File: config.mk
export PLATFORM = sky130hd
export DESIGN_NAME = aw_sram_loader
export DESIGN_NICKNAME = d
export VERILOG_FILES = /design/src/rtl/corelet_pkg.sv /design/src/rtl/sram_wr_port.sv /design/src/rtl/aw_sram_loader.sv
export SDC_FILE = /design/constraint.sdc
export NUM_CORES = 1
export LEC_CHECK = 0
export ABC_AREA = 1
export BUFFER_PORTS_ARGS = -buffer_cell sky130_fd_sc_hd__buf_2
export CAP_MARGIN = 20
export CORE_ASPECT_RATIO = 0.8
export CORE_MARGIN = 2
export CORE_UTILIZATION = 50
export CTS_BUF_LIST = sky130_fd_sc_hd__clkbuf_8
export DETAILED_ROUTE_END_ITERATION = 8
export GPL_TIMING_DRIVEN = 0
export PLACE_DENSITY = 0.87
export SYNTH_ARGS = -nofsm -noshare
export SYNTH_HDL_FRONTEND = slang
export SYNTH_SLANG_ARGS = --single-unit
File: constraint.sdc
create_clock -name i_clk -period 2.11 [get_ports i_clk]
set_clock_uncertainty 0.1 [all_clocks]
set_input_delay 0.3165 -clock i_clk [delete_from_list [all_inputs] [get_ports i_clk]]
set_output_delay 0.3165 -clock i_clk [all_outputs]
set_load 0.01 [all_outputs]
File: src/rtl/corelet_pkg.sv
// Shared constants and state encoding for the corelet SRAM loader and corelet FSM.
package corelet_pkg;

    localparam int BW        = 4;
    localparam int ROW       = 8;
    localparam int KIJ_NUM   = 9;
    localparam int ACT_WORDS = 36;
    localparam int ADDR_W    = 7;
    localparam int DATA_W    = BW * ROW;
    localparam int W_WORDS   = ROW * KIJ_NUM;

    typedef enum logic [2:0] {
        ST_IDLE      = 3'd0,
        ST_LOAD_W    = 3'd1,
        ST_LOAD_ACT  = 3'd2,
        ST_KICK      = 3'd3,
        ST_WAIT_CORE = 3'd4
    } loader_state_t;

endpackage

File: src/rtl/sram_wr_port.sv
// Registered write-side driver for one single-port SRAM (active-low strobes).
module sram_wr_port
    import corelet_pkg::*;
#(
    parameter int P_ADDR_W = ADDR_W,
    parameter int P_DATA_W = DATA_W
) (
    input  logic                i_clk,
    input  logic                i_reset,
    input  logic                i_wr,
    input  logic [P_ADDR_W-1:0] i_addr,
    input  logic [P_DATA_W-1:0] i_data,
    output logic                o_cen,
    output logic                o_wen,
    output logic [P_ADDR_W-1:0] o_addr,
    output logic [P_DATA_W-1:0] o_d
);

    // A write request becomes one strobe cycle; address and data hold between writes.
    always_ff @(posedge i_clk) begin
        if (i_reset) begin
            o_cen  <= 1'b1;
            o_wen  <= 1'b1;
            o_addr <= '0;
            o_d    <= '0;
        end else if (i_wr) begin
            o_cen  <= 1'b0;
            o_wen  <= 1'b0;
            o_addr <= i_addr;
            o_d    <= i_data;
        end else begin
            o_cen  <= 1'b1;
            o_wen  <= 1'b1;
        end
    end

endmodule

File: src/rtl/aw_sram_loader.sv
// Loads weights then activations from a host stream into the corelet SRAMs,
// then kicks the corelet and reports completion.
module aw_sram_loader
    import corelet_pkg::*;
(
    input  logic              i_clk,
    input  logic              i_reset,
    input  logic              i_start,
    input  logic              i_skip_w,
    input  logic [DATA_W-1:0] i_in_data,
    input  logic              i_in_valid,
    output logic              o_in_ready,
    output logic [DATA_W-1:0] o_w_d,
    output logic [ADDR_W-1:0] o_w_addr,
    output logic              o_w_cen,
    output logic              o_w_wen,
    output logic [DATA_W-1:0] o_act_d,
    output logic [ADDR_W-1:0] o_act_addr,
    output logic              o_act_cen,
    output logic              o_act_wen,
    output logic              o_seq_begin,
    input  logic              i_seq_done,
    output logic              o_busy,
    output logic              o_done
);

    loader_state_t     r_state;
    logic [ADDR_W-1:0] r_wCnt;
    logic [ADDR_W-1:0] r_aCnt;
    logic              r_seqBegin;
    logic              r_busy;
    logic              r_done;

    logic w_inReady;
    logic w_hs;
    logic w_wWr;
    logic w_actWr;

    // Ready comes only from the registered state, so in_valid never loops back to in_ready.
    assign w_inReady = (r_state == ST_LOAD_W) || (r_state == ST_LOAD_ACT);
    assign w_hs      = i_in_valid && w_inReady;
    assign w_wWr     = w_hs && (r_state == ST_LOAD_W);
    assign w_actWr   = w_hs && (r_state == ST_LOAD_ACT);

    assign o_in_ready  = w_inReady;
    assign o_seq_begin = r_seqBegin;
    assign o_busy      = r_busy;
    assign o_done      = r_done;

    // Sequencer: the last handshake of each phase moves state on the same edge, so counters never wrap.
    always_ff @(posedge i_clk) begin
        if (i_reset) begin
            r_state    <= ST_IDLE;
            r_wCnt     <= '0;
            r_aCnt     <= '0;
            r_seqBegin <= 1'b0;
            r_busy     <= 1'b0;
            r_done     <= 1'b0;
        end else begin
            r_seqBegin <= 1'b0;
            r_done     <= 1'b0;
            case (r_state)
                ST_IDLE: begin
                    if (i_start) begin
                        r_wCnt  <= '0;
                        r_aCnt  <= '0;
                        r_busy  <= 1'b1;
                        r_state <= i_skip_w ? ST_LOAD_ACT : ST_LOAD_W;
                    end
                end
                ST_LOAD_W: begin
                    if (w_hs) begin
                        r_wCnt <= r_wCnt + ADDR_W'(1);
                        if (r_wCnt == ADDR_W'(W_WORDS - 1)) begin
                            r_state <= ST_LOAD_ACT;
                        end
                    end
                end
                ST_LOAD_ACT: begin
                    if (w_hs) begin
                        r_aCnt <= r_aCnt + ADDR_W'(1);
                        if (r_aCnt == ADDR_W'(ACT_WORDS - 1)) begin
                            r_state <= ST_KICK;
                        end
                    end
                end
                ST_KICK: begin
                    r_seqBegin <= 1'b1;
                    r_state    <= ST_WAIT_CORE;
                end
                ST_WAIT_CORE: begin
                    if (i_seq_done) begin
                        r_done  <= 1'b1;
                        r_busy  <= 1'b0;
                        r_state <= ST_IDLE;
                    end
                end
                default: r_state <= ST_IDLE;
            endcase
        end
    end

    sram_wr_port u_wPort (
        .i_clk   (i_clk),
        .i_reset (i_reset),
        .i_wr    (w_wWr),
        .i_addr  (r_wCnt),
        .i_data  (i_in_data),
        .o_cen   (o_w_cen),
        .o_wen   (o_w_wen),
        .o_addr  (o_w_addr),
        .o_d     (o_w_d)
    );

    sram_wr_port u_actPort (
        .i_clk   (i_clk),
        .i_reset (i_reset),
        .i_wr    (w_actWr),
        .i_addr  (r_aCnt),
        .i_data  (i_in_data),
        .o_cen   (o_act_cen),
        .o_wen   (o_act_wen),
        .o_addr  (o_act_addr),
        .o_d     (o_act_d)
    );

endmodule

Yosys cells after proc, flatten, opt, wreduce, memory -nomap -nowiden
Cells that the tools add are included.
- bitwise operators: 1
- equality and inequality tests: 12
- muxes and demuxes: 20
- reduce and logical (&&, ||, !) cells: 13
- add/subtract/negate cells: 2
- operators by type and width (cell ; count):
    case mux 7 bit (2 select lines) ; 2
    2-to-1 mux 7 bit ; 3
    2-to-1 mux 3 bit ; 6
    case mux 3 bit (5 select lines) ; 1
    adder 7 x 1 -> 7 bit (second input constant) ; 2
    AND reduction 3 bit ; 3
    != test 2 bit (second input constant) ; 4
    equality test 7 x 6 -> 1 bit (second input constant) ; 1
    equality test 7 bit (second input constant) ; 1
    equality test 3 x 2 -> 1 bit (second input constant) ; 2
    2-to-1 mux 1 bit ; 6
    AND reduction 6 bit ; 1
    nonzero test 2 bit ; 3
    != test 2 x 1 -> 1 bit (second input constant) ; 2
    equality test 3 x 1 -> 1 bit (second input constant) ; 1
    equality test 3 bit (second input constant) ; 1
    logical AND 1 bit ; 3
    zero test 3 bit ; 1
    2-to-1 mux 2 bit ; 1
    case mux 1 bit (2 select lines) ; 1
    OR reduction 2 bit ; 1
    logical OR 1 bit ; 1
    inverter 1 bit ; 1
- output and inout port bits: 86
- input bits: 38
- register bits after elaboration: 100
- logic and storage cells: 60

Depth between registers and ports, before layout
- depth in word-level cells: 5
- gate-level depth with buffers: 10
- gate-level depth less buffers: 10

Cells and area by module
From an unflattened synthesis, not the netlist that was laid out.
- cell total of the unflattened synthesis: 651
- area, all modules: 4296.6 um^2
- by module, submodules not included (module ; cells each ; seq. area each (um^2) ; instances ; area each (um^2)):
    sram_wr_port ; 251 ; 800.8 ; 2 ; 1631.6
    aw_sram_loader ; 149 ; 400.4 ; 1 ; 1033.5

Least setup slack after synthesis
Ideal clock, no wire load.
- path type: reg-to-reg
- start point: reg r_state[1]
- end point: reg r_aCnt[5]
- cell stages (with the launch flop): 10
- required time: 1901 ps
- library setup time: 109 ps
- data arrival time: 1170 ps
- period minus slack after synthesis: 1379 ps
- buffers on the path: 1
- setup slack: 731 ps
- cells stage by stage: dfxtp_1 buf_2 nor3_2 nand2_2 nand2_1 inv_2 nand2_1 nand2_1 nand2_1 inv_1
- cells in the longest elaborated chain, start to end: 5
- elaborated cells on any way between the ends: 10
- those cells by class: eq/ne (4); mux (1); reduce/logical (5)
- ends and longest elaborated chain (what ; RTL line ; RTL):
    start: declaration ; aw_sram_loader.sv:27 ; loader_state_t r_state;
    start signal: assignment ; aw_sram_loader.sv:68 ; r_state <= i_skip_w ? ST_LOAD_ACT : ST_LOAD_W;
    equality test 3 x 1 -> 1 bit / equality test 3 x 2 -> 1 bit (equally long branches) ; aw_sram_loader.sv:40, aw_sram_loader.sv:62 ;
    logical OR 1 bit ; aw_sram_loader.sv:40 ; assign w_inReady = (r_state == ST_LOAD_W) || (r_state == ST_LOAD_ACT);
    logical AND 1 bit ; aw_sram_loader.sv:41 ; assign w_hs = i_in_valid && w_inReady;
    != test 2 bit (no source line) ; -- ;
    AND reduction 3 bit (no source line) ; -- ;
    end signal: assignment ; aw_sram_loader.sv:81 ; r_aCnt <= r_aCnt + ADDR_W'(1);
    end: declaration ; aw_sram_loader.sv:29 ; logic [ADDR_W-1:0] r_aCnt;
Parallel ways exist; a longest one is shown, timed or not.
A chain may end at the register's enable or synchronous reset.

Worst setup path in the final report
- start point: reg r_state[0]
- end point: reg u_actPort.o_d[26]
- cells in the longest elaborated chain, start to end: 4
- elaborated cells on any way between the ends: 5
- those cells by class: eq/ne (2); reduce/logical (3)
- ends and longest elaborated chain (what ; RTL line ; RTL):
    equality test 3 x 1 -> 1 bit / equality test 3 x 2 -> 1 bit (equally long branches) ; aw_sram_loader.sv:40, aw_sram_loader.sv:43 ;
    logical OR 1 bit ; aw_sram_loader.sv:40 ;
    logical AND 1 bit ; aw_sram_loader.sv:41 ;
    logical AND 1 bit (*) ; aw_sram_loader.sv:43 ; assign w_actWr = w_hs && (r_state == ST_LOAD_ACT);
    end signal: assignment ; sram_wr_port.sv:30 ; o_d <= i_data;
    end: declaration ; sram_wr_port.sv:16 ; output logic [P_DATA_W-1:0] o_d
Every way passes the cells marked *; elsewhere a longest branch is shown, timed or not.

==> run_results.csv <==
group,metric,value,unit
status,status,"finished, final reports clean",
floorplanning,core_area,0.00732,mm²
critical_path,crit_path_end_kind,"flip-flop",
timing,setup_violations,0,
route,viasPerCell,5.06,
final_layout,nFillCells,678,
clock_network,clkTransAtPathRegs,90,ps
hold_path,min_path_type,"in2reg",
run,maxCapViolations,0,
critical_path,crit_slowest_cell,"dfxtp_1",
placement,place_area,0.00447,mm²
timing,period_share,79.9,%
global_routing,grt_overflow,0,
critical_path,reg2reg_depth,6,
route,wirelength,9620,µm
yosys,synth_cell_type_count,24,
clock_network,cts.sink_count,100,
timing,fin_crit,1690,ps
clock_network,cts_root_buffer,"clkbuf_8",
clock_network,insertion_delay,350,ps
clock_network,cts_buffers,9,
placement,hpwl,7290,µm
clock_network,post_cts_buffers,0,
final_layout,fin_nets,665,
final_layout,layout_commonest_cell,"buf_2",
floorplanning,num_rows,28,
floorplanning,die_h,81.4,µm
clock_network,post_cts_resized,0,
yosys,ys_ff_latch,100,
floorplanning,initial_core_util,51.1,%
critical_path,worstPathArrival,1860,ps
placement,globalplace.congestion,0.854,
route,via_count,3635,
critical_path,crit_fanout,10,
clock_network,ctsHoldBuffers,0,
timing,finalMaxSlewViolations,0,
timing,relSlewSlack,63.0,%
pwr,leakage,2.14,nW
critical_path,setup.worst_path.class,"reg2reg",
hold_path,hold_depth,3,
global_routing,antenna_found_initial,0,
timing,fmax,0.593,GHz
route,remaining_drc_errors,0,
final_layout,fin_area,0.00464,mm²
final_layout,drive_above_1_share,26.2,%
yosys,syn_area,0.00374,mm²
critical_path,crit_chain,"nor2_1, nand3_2, inv_2, buf_4, nand2_1, a21oi_1",
global_routing,grt_usage,23.2,%
yosys,yosys_warnings,0,
final_layout,mostFrequentLayoutCells,"buf_2 (127), nand2_1 (107), dfxtp_1 (100)",
global_routing,grt_first_pass_wirelength,15000,µm
yosys,synthCells,492,
placement,io_buffers,122,
pwr,max-vdd-ir-drop,0.469,mV
yosys,syn_nets,532,
timing,finalSetupTns,0,ps
timing,tightestPinTransition,555,ps
yosys,synth-seq-area-share,53.5,%
clock_network,cts_max_level,3,
clock_network,clk_path_buf_depth,2,
route,ant_nets,0,
critical_path,critical_path_required,2280,ps
yosys,synth.avg_cell_area,7.61,µm²
final_layout,num_antenna_cells,0,
route,first_pass_iters,4,
route,post_drt_wl_per_cell,13.4,µm
critical_path,max_stage_delay,390,ps
critical_path,cp-start-kind,"flip-flop",
floorplanning,die_w,101,µm
global_routing,first_global_vias,3319,
floorplanning,dieArea,0.00820,mm²
floorplanning,io_pins,124,
timing,hold_viol_final,0,
pwr,power_density,1090,mW/mm²
global_routing,grt_max_degree,16,
route,drtIter0Drc,159,
clock_network,tritoncts,"yes",
timing,rsz0062_at_grt,"no",
final_layout,area_growth,23.8,%
==> cells by family (layout without fill, tap and decap cells) <==
kind of cell | after synthesis | count (layout) | synth area share (%)
AOI/OAI and AO/OA | 105 | 105 | 14.0
xor gates and xnor gates | 2 | 2 | 0.468
adders and majority gates | 2 | 2 | 0.668
buffers and inverters | 56 | 193 | 6.85
DFF | 100 | 100 | 53.5
and+or+nand+nor | 227 | 227 | 24.5
==> path summary, 6_finish.rpt <==
check                    start  slack [ps]                end
min               i_in_data[0]         120   u_actPort.o_d[0]
max reg2reg         r_state[0]         420  u_actPort.o_d[26]
max                 r_state[0]         420  u_actPort.o_d[26]
min reg2reg  u_actPort.o_d[22]         360  u_actPort.o_d[22]
==> registers in the layout (all words and copies together), names as in the netlist <==
name and cells:
u_wPort.o_d 32, u_actPort.o_wen 1, o_busy 1, o_done 1
r_wCnt 7, u_actPort.o_d 32, o_seq_begin 1, r_state 3
u_wPort.o_wen 1, u_wPort.o_addr 7, u_actPort.o_addr 7, r_aCnt 7
==> cell type report <==
class                      instances  area [µm²]  share of cell area [%]
multi-input combinational        336        1490                    32.1
clock buffer                      10         138                    2.97
sequential                       100        2000                    43.2
timing repair buffer             122         611                    13.2
tap                               90         113                    2.43
buffer                            27         146                    3.16
inverter                          29         110                    2.38
clock inverter                     5        30.0                   0.648
==> power breakdown <==
group          switching (W)  leakage (nW)  total, W  internal [W]
logic                0.00106          1.24   0.00165      0.000598
registers           0.000162         0.812   0.00234       0.00218
clock network       0.000613        0.0893   0.00106      0.000449
==> critical path, delay by kind of cell, from the launching register on <==
kind / cells / cell delay [ps]
compound gates: 1 / 120
buf+inv: 2 / 480
flops: 1 / 390
simple gates: 3 / 520
==> cell usage after synthesis <==
master    number  share of area, %
a21oi_1       56               7.5
buf_2          5              0.67
buf_4         10               2.0
clkbuf_1      11               1.1
clkbuf_2       1              0.13
clkinv_2       1              0.13
dfxtp_1      100                53
ha_1           2              0.67
inv_1         24               2.4
inv_2          4              0.40
nand2_1      107                11
nand2_2        3              0.50
nand2_4        2              0.60
nand3_1       11               1.5
nand3_2        1              0.27
nand3b_1       1              0.20
nand4_1        2              0.33
nor2_1        97               9.7
nor2_4         1              0.30
nor3_1         1              0.13
nor3_2         1              0.27
o21ai_0       48               6.4
o21ai_1        1              0.13
xor2_1         2              0.47
==> stage by stage <==
stage / setup slack, ps / hold slack [ps] / power (W) / instances / utilization (%)
3_5_place_dp: 394 / 354 / 0.00403 / 704 / 61.0
4_1_cts: 421 / 106 / 0.00508 / 719 / 63.3
2_1_floorplan: 731 / 356 / 0.00345 / 492 / -
3_3_place_gp: 445 / 349 / 0.00396 / 704 / 61.0
5_1_grt: 300 / 110 / 0.00540 / 719 / 63.3
6_report: 423 / 122 / 0.00506 / 719 / 63.3
==> per-layer routing <==
layer,GRT usage [%],share of wire (%),vias up
met5,0,0,-
met4,6.85,0.99,0
met3,5.68,8.7,13
met2,38.2,46,152
met1,30.3,44,1645
li1,-,-,1825
No activity file was read; power rests on OpenSTA's default activity.
